$ cat src/rtl/score_bcd_converter.sv
// score_bcd_converter
// Converts the game controller's binary score and attempts counters into
// 3-digit BCD with leading-zero blanking masks. One shared shift-and-add-3
// engine handles score first, then attempts, once per frameStart pulse.
// The digits and blank masks only change as a pair, so the digit drawers
// never see a mask that belongs to a different value.

module score_bcd_converter #(
  parameter int DATA_W       = 8,
  parameter int SHIFT_CYCLES = 8
) (
  input  logic              clk,
  input  logic              resetN,
  input  logic              frameStart,
  input  logic [DATA_W-1:0] score,
  input  logic [DATA_W-1:0] attempts,
  output logic [11:0]       scoreDigits,
  output logic [11:0]       attemptsDigits,
  output logic [2:0]        scoreBlank,
  output logic [2:0]        attemptsBlank,
  output logic              busy,
  output logic              updated
);

  localparam logic [1:0] IDLE       = 2'd0;
  localparam logic [1:0] CONV_SCORE = 2'd1;
  localparam logic [1:0] CONV_ATT   = 2'd2;

  localparam logic [3:0] LAST_ITER = 4'(SHIFT_CYCLES - 1);

  logic [1:0]        state_q, state_d;
  logic [3:0]        cnt_q, cnt_d;
  logic [11:0]       acc_q, acc_d;
  logic [DATA_W-1:0] sh_q, sh_d;
  logic [DATA_W-1:0] att_snap_q, att_snap_d;
  logic [11:0]       score_dig_q, score_dig_d;
  logic [11:0]       att_dig_q, att_dig_d;
  logic [2:0]        score_blank_q, score_blank_d;
  logic [2:0]        att_blank_q, att_blank_d;
  logic              busy_q, busy_d;
  logic              updated_q, updated_d;

  // Correction and shift for the current iteration. Kept outside the FSM so
  // the final iteration's value is available to write straight to the outputs.
  logic [11:0] adj;
  logic [11:0] acc_shifted;

  // Add 3 to every BCD nibble of 5 or more, so that the next left shift
  // carries correctly into the neighbouring decimal digit.
  function automatic logic [11:0] add3(input logic [11:0] a);
    logic [11:0] r;
    r = a;
    for (int i = 0; i < 3; i++) begin
      if (a[4*i +: 4] >= 4'd5) begin
        r[4*i +: 4] = a[4*i +: 4] + 4'd3;
      end
    end
    return r;
  endfunction

  // Hundreds blanks when zero; tens blanks only when hundreds is blank too.
  // The ones digit always shows, so zero is drawn as a single "0".
  function automatic logic [2:0] blank_mask(input logic [11:0] d);
    return {d[11:8] == 4'd0, d[11:4] == 8'd0, 1'b0};
  endfunction

  // One double-dabble iteration: correct the accumulator, then shift the
  // top bit of the snapshot into it.
  always_comb begin
    adj         = add3(acc_q);
    acc_shifted = 12'({adj, sh_q[DATA_W-1]});
  end

  // Next-state logic for the conversion sequencer and output registers.
  always_comb begin
    state_d       = state_q;
    cnt_d         = cnt_q;
    acc_d         = acc_q;
    sh_d          = sh_q;
    att_snap_d    = att_snap_q;
    score_dig_d   = score_dig_q;
    att_dig_d     = att_dig_q;
    score_blank_d = score_blank_q;
    att_blank_d   = att_blank_q;
    busy_d        = busy_q;
    updated_d     = 1'b0;

    case (state_q)
      IDLE: begin
        // Both inputs are captured on the same edge, so later changes from
        // the game controller cannot leak into this frame's digits.
        if (frameStart) begin
          sh_d       = score;
          att_snap_d = attempts;
          acc_d      = 12'd0;
          cnt_d      = 4'd0;
          busy_d     = 1'b1;
          state_d    = CONV_SCORE;
        end
      end

      CONV_SCORE, CONV_ATT: begin
        acc_d = acc_shifted;
        sh_d  = {sh_q[DATA_W-2:0], 1'b0};
        cnt_d = cnt_q + 4'd1;
        if (cnt_q == LAST_ITER) begin
          cnt_d = 4'd0;
          acc_d = 12'd0;
          if (state_q == CONV_SCORE) begin
            score_dig_d   = acc_shifted;
            score_blank_d = blank_mask(acc_shifted);
            sh_d          = att_snap_q;
            state_d       = CONV_ATT;
          end else begin
            att_dig_d   = acc_shifted;
            att_blank_d = blank_mask(acc_shifted);
            busy_d      = 1'b0;
            updated_d   = 1'b1;
            state_d     = IDLE;
          end
        end
      end

      default: begin
        state_d = IDLE;
        busy_d  = 1'b0;
      end
    endcase
  end

  // State and output registers; reset discards any partial conversion.
  always_ff @(posedge clk or negedge resetN) begin
    if (!resetN) begin
      state_q       <= IDLE;
      cnt_q         <= 4'd0;
      acc_q         <= 12'd0;
      sh_q          <= '0;
      att_snap_q    <= '0;
      score_dig_q   <= 12'd0;
      att_dig_q     <= 12'd0;
      score_blank_q <= 3'b110;
      att_blank_q   <= 3'b110;
      busy_q        <= 1'b0;
      updated_q     <= 1'b0;
    end else begin
      state_q       <= state_d;
      cnt_q         <= cnt_d;
      acc_q         <= acc_d;
      sh_q          <= sh_d;
      att_snap_q    <= att_snap_d;
      score_dig_q   <= score_dig_d;
      att_dig_q     <= att_dig_d;
      score_blank_q <= score_blank_d;
      att_blank_q   <= att_blank_d;
      busy_q        <= busy_d;
      updated_q     <= updated_d;
    end
  end

  assign scoreDigits    = score_dig_q;
  assign attemptsDigits = att_dig_q;
  assign scoreBlank     = score_blank_q;
  assign attemptsBlank  = att_blank_q;
  assign busy           = busy_q;
  assign updated        = updated_q;

endmodule

$ cat config.mk
export PLATFORM = sky130hd
export DESIGN_NAME = score_bcd_converter
export DESIGN_NICKNAME = d
export VERILOG_FILES = /design/src/rtl/score_bcd_converter.sv
export SDC_FILE = /design/constraint.sdc
export NUM_CORES = 1
export LEC_CHECK = 0
export ABC_AREA = 1
export CORE_MARGIN = 2
export CORE_UTILIZATION = 53
export DETAILED_ROUTE_END_ITERATION = 8
export GPL_TIMING_DRIVEN = 0
export HOLD_SLACK_MARGIN = 0.12
export PLACE_DENSITY = 0.8
export SETUP_SLACK_MARGIN = 0.4
export SLEW_MARGIN = 0
export SYNTH_ARGS = -nofsm -noshare
export SYNTH_HDL_FRONTEND = slang
export SYNTH_SLANG_ARGS = --single-unit
$ cat constraint.sdc
create_clock -name clk -period 1.9 [get_ports clk]
set_input_delay 0.19 -clock clk [delete_from_list [all_inputs] [get_ports clk]]
set_output_delay 0.19 -clock clk [all_outputs]
set_load 0.03 [all_outputs]
==> flow_summary.toml <==
[grt]
met3_usage_pct = 4.19
grt_busiest_layer = "met2"
grt_pass1_wl_um = 11200
grt_pass1_vias = 2414
grt_util_all_layers_pct = 23.6
grt_max_degree = 37
overflow = 0
antenna_found_initial = 0
grt_use_met1_pct = 30.7
grt_use_met2_pct = 36.8

[final_layout]
syn2layout_area_growth_pct = 37.6
diodes = 0
layout-drive-gt1-share_pct = 29.1
fillers = 391
final_common_cell = "nand2_1"
fin_nets = 436
layout_common_cells = "nand2_1, dfrtp_1, dlygate4sd2_1"
final_core_util_pct = 75.4

[cts]
cts_buffer_depth = 2
cts_buffers = 9
cts_tree = "built"
insertion_delay_ns = 0.34
clockRootBuffer = "clkbuf_8"
path_clk_slew_ns = 0.07
cts_max_level = 3
clkSinkCount = 64

[timing]
relSlewSlack_pct = 55.9
tightestPinTransition_ns = 0.662
rsz0062_at_grt = "true"
slew_violations = 0
finalWorstSetupSlack_ns = 0.385
setup_viol = 0
fin_skew_ns = 0.00626
hold_viol_final = 0
post-route-min-period_ns = 1.52
fmax_mhz = 660
finalCritPeriodShare_pct = 79.7

[floorplanning]
die_w_um = 79.4
io_pins = 51
dieArea_sq_um = 6310
core.rowCount = 27
die-height_um = 79.4
initial_core_util_pct = 54.8
core_sq_um = 5510

[placement]
dp_hpwl_um = 4570
post-place-ws_ns = 0.155
gp_congestion = 0.782
io_buffers = 48

[hold_path]
hold_path_class = "primary input to flip-flop"

[routing]
wl_per_cell_um = 15.2
remaining_drc_errors = 0
drt_iter0_drc = 166
ant_nets = 0
vias = 2615
first_pass_iters = 4
vias_per_cell = 5.39
routed_wl_um = 7350

[logic_synthesis]
synthesis.area_sq_um = 3020
synth_cell_type_count = 32
yosysWarnings = 0
synth_top_cell_by_area = "dfrtp_1"
synth.area.top_cells = "dfrtp_1, nand2_1, o21ai_2, ha_1, inv_1"
syn_area_per_cell_sq_um = 9.36
synth_seq_cells = 64
synth-seq-area-share_pct = 53.3
synthCells = 322
yosysTopAreaCellShare_pct = 49.8

[power]
total_power_mw = 7.19
powerDensity_nw_per_um2 = 1730
power.leakage_nw = 2.08
ir_drop_mv = 1.34

[outcome]
status = "completed"

[job]
maxCapViolCount = 0

[setup_path]
critPathRequiredTime_ns = 2.12
start_kind = "flip-flop"
cp_max_fo = 10
end_kind = "flip-flop"
arrival_ns = 1.74
critPathKind = "flip-flop to flip-flop"
## path summary, 6_finish.rpt
check                                 start                 to  slack [ns]  cells after the start
setup / recovery                 state_q[1]  attemptsDigits[1]        0.38                      8
hold / removal                  attempts[6]      att_snap_q[6]        0.38                      3
setup reg to reg                 state_q[1]  attemptsDigits[1]        0.38                      8
hold reg to reg            attemptsBlank[1]   attemptsBlank[1]        0.46                      2
max in group asynchronous            resetN           cnt_q[0]        0.85                      3
min in group asynchronous            resetN  attemptsDigits[7]        0.42                      2
## logic make-up (layout without fill, tap and decap cells)
| family | after synthesis | count (layout) | synth area share (%) |
|---|---|---|---|
| compound gates | 80 | 80 | 16.9 |
| simple gates | 121 | 121 | 17.8 |
| flops | 64 | 64 | 53.3 |
| other cells | 1 | 2 | 0.124 |
| xor+xnor | 2 | 2 | 0.581 |
| fa+ha+maj | 9 | 9 | 3.73 |
| buf+inv | 45 | 135 | 7.51 |
## layer usage
metal  share of wire, %  wire [um]  vias up
li1                   -          -     1241
met1                 43       3150     1277
met2                 51       3740       82
met3                4.1        300       15
met4                2.2        161        0
met5                  0          0        -
## layout make-up
class / instances / area (sq um) / share of cell area (%)
Sequential cell: 64 / 1610 / 38.7
Clock inverter: 1 / 5.00 / 0.121
Clock buffer: 15 / 166 / 4.01
Multi-Input combinational cell: 214 / 1360 / 32.7
Tap cell: 72 / 90.1 / 2.17
Timing Repair Buffer: 74 / 666 / 16.0
Inverter: 34 / 143 / 3.44
Buffer: 11 / 114 / 2.74
## worst max-delay path, stage by stage, from the launching register on
cell and delay, ns:
dfrtp_1 0.33, inv_2 0.07, ha_4 0.31, inv_8 0.06
nor3_4 0.25, inv_4 0.10, clkbuf_16 0.17, nand2_1 0.06
o21ai_1 0.06
## power by group
part | switching (mW) | internal, mW
registers | 0.280 | 1.87
clock network | 0.488 | 0.546
logic | 2.45 | 1.55
total | 3.22 | 3.96
## sequential cells by signal (all words and copies together), names as in the netlist
name,flops
attemptsDigits,12
cnt_q,4
att_snap_q,8
sh_q,8
scoreDigits,12
updated,1
acc_q,12
scoreBlank,2
state_q,2
busy,1
attemptsBlank,2
## stage by stage
| stage | instances | cell area, sq um | setup TNS (ns) | hold slack (ns) |
|---|---|---|---|---|
| floorplan | 323 | 3020 | 0 | -0.106 |
| global placement | 443 | 3590 | -85.70 | 0.457 |
| detailed placement | 444 | 3610 | 0 | 0.246 |
| CTS | 471 | 3920 | 0 | 0.380 |
| global route | 485 | 4150 | 0 | 0.401 |
| finish | 485 | 4150 | 0 | 0.383 |
## synth_stat cells (all sizes together)
library cell	instances
buf	10
o22ai	13
ha	9
and2	2
conb	1
nor2	10
dfstp	4
clkinv	1
nand2	90
clkbuf	1
nor3	1
nand3	13
a21oi	18
dfrtp	60
xor2	2
o21ai	41
nand4	5
inv	33
a22oi	8
## repair_timing
action | CTS | global route
setup endpoints to repair | 81 | 53
endpoints found under the hold margin | 24 | 0
hold buffers | 1 | 0
pin swaps | 10 | 10
setup buffers | 10 | 13
resized for setup | 53 | 35
cloned | 0 | 1
Power figures use the tool's default switching activity.
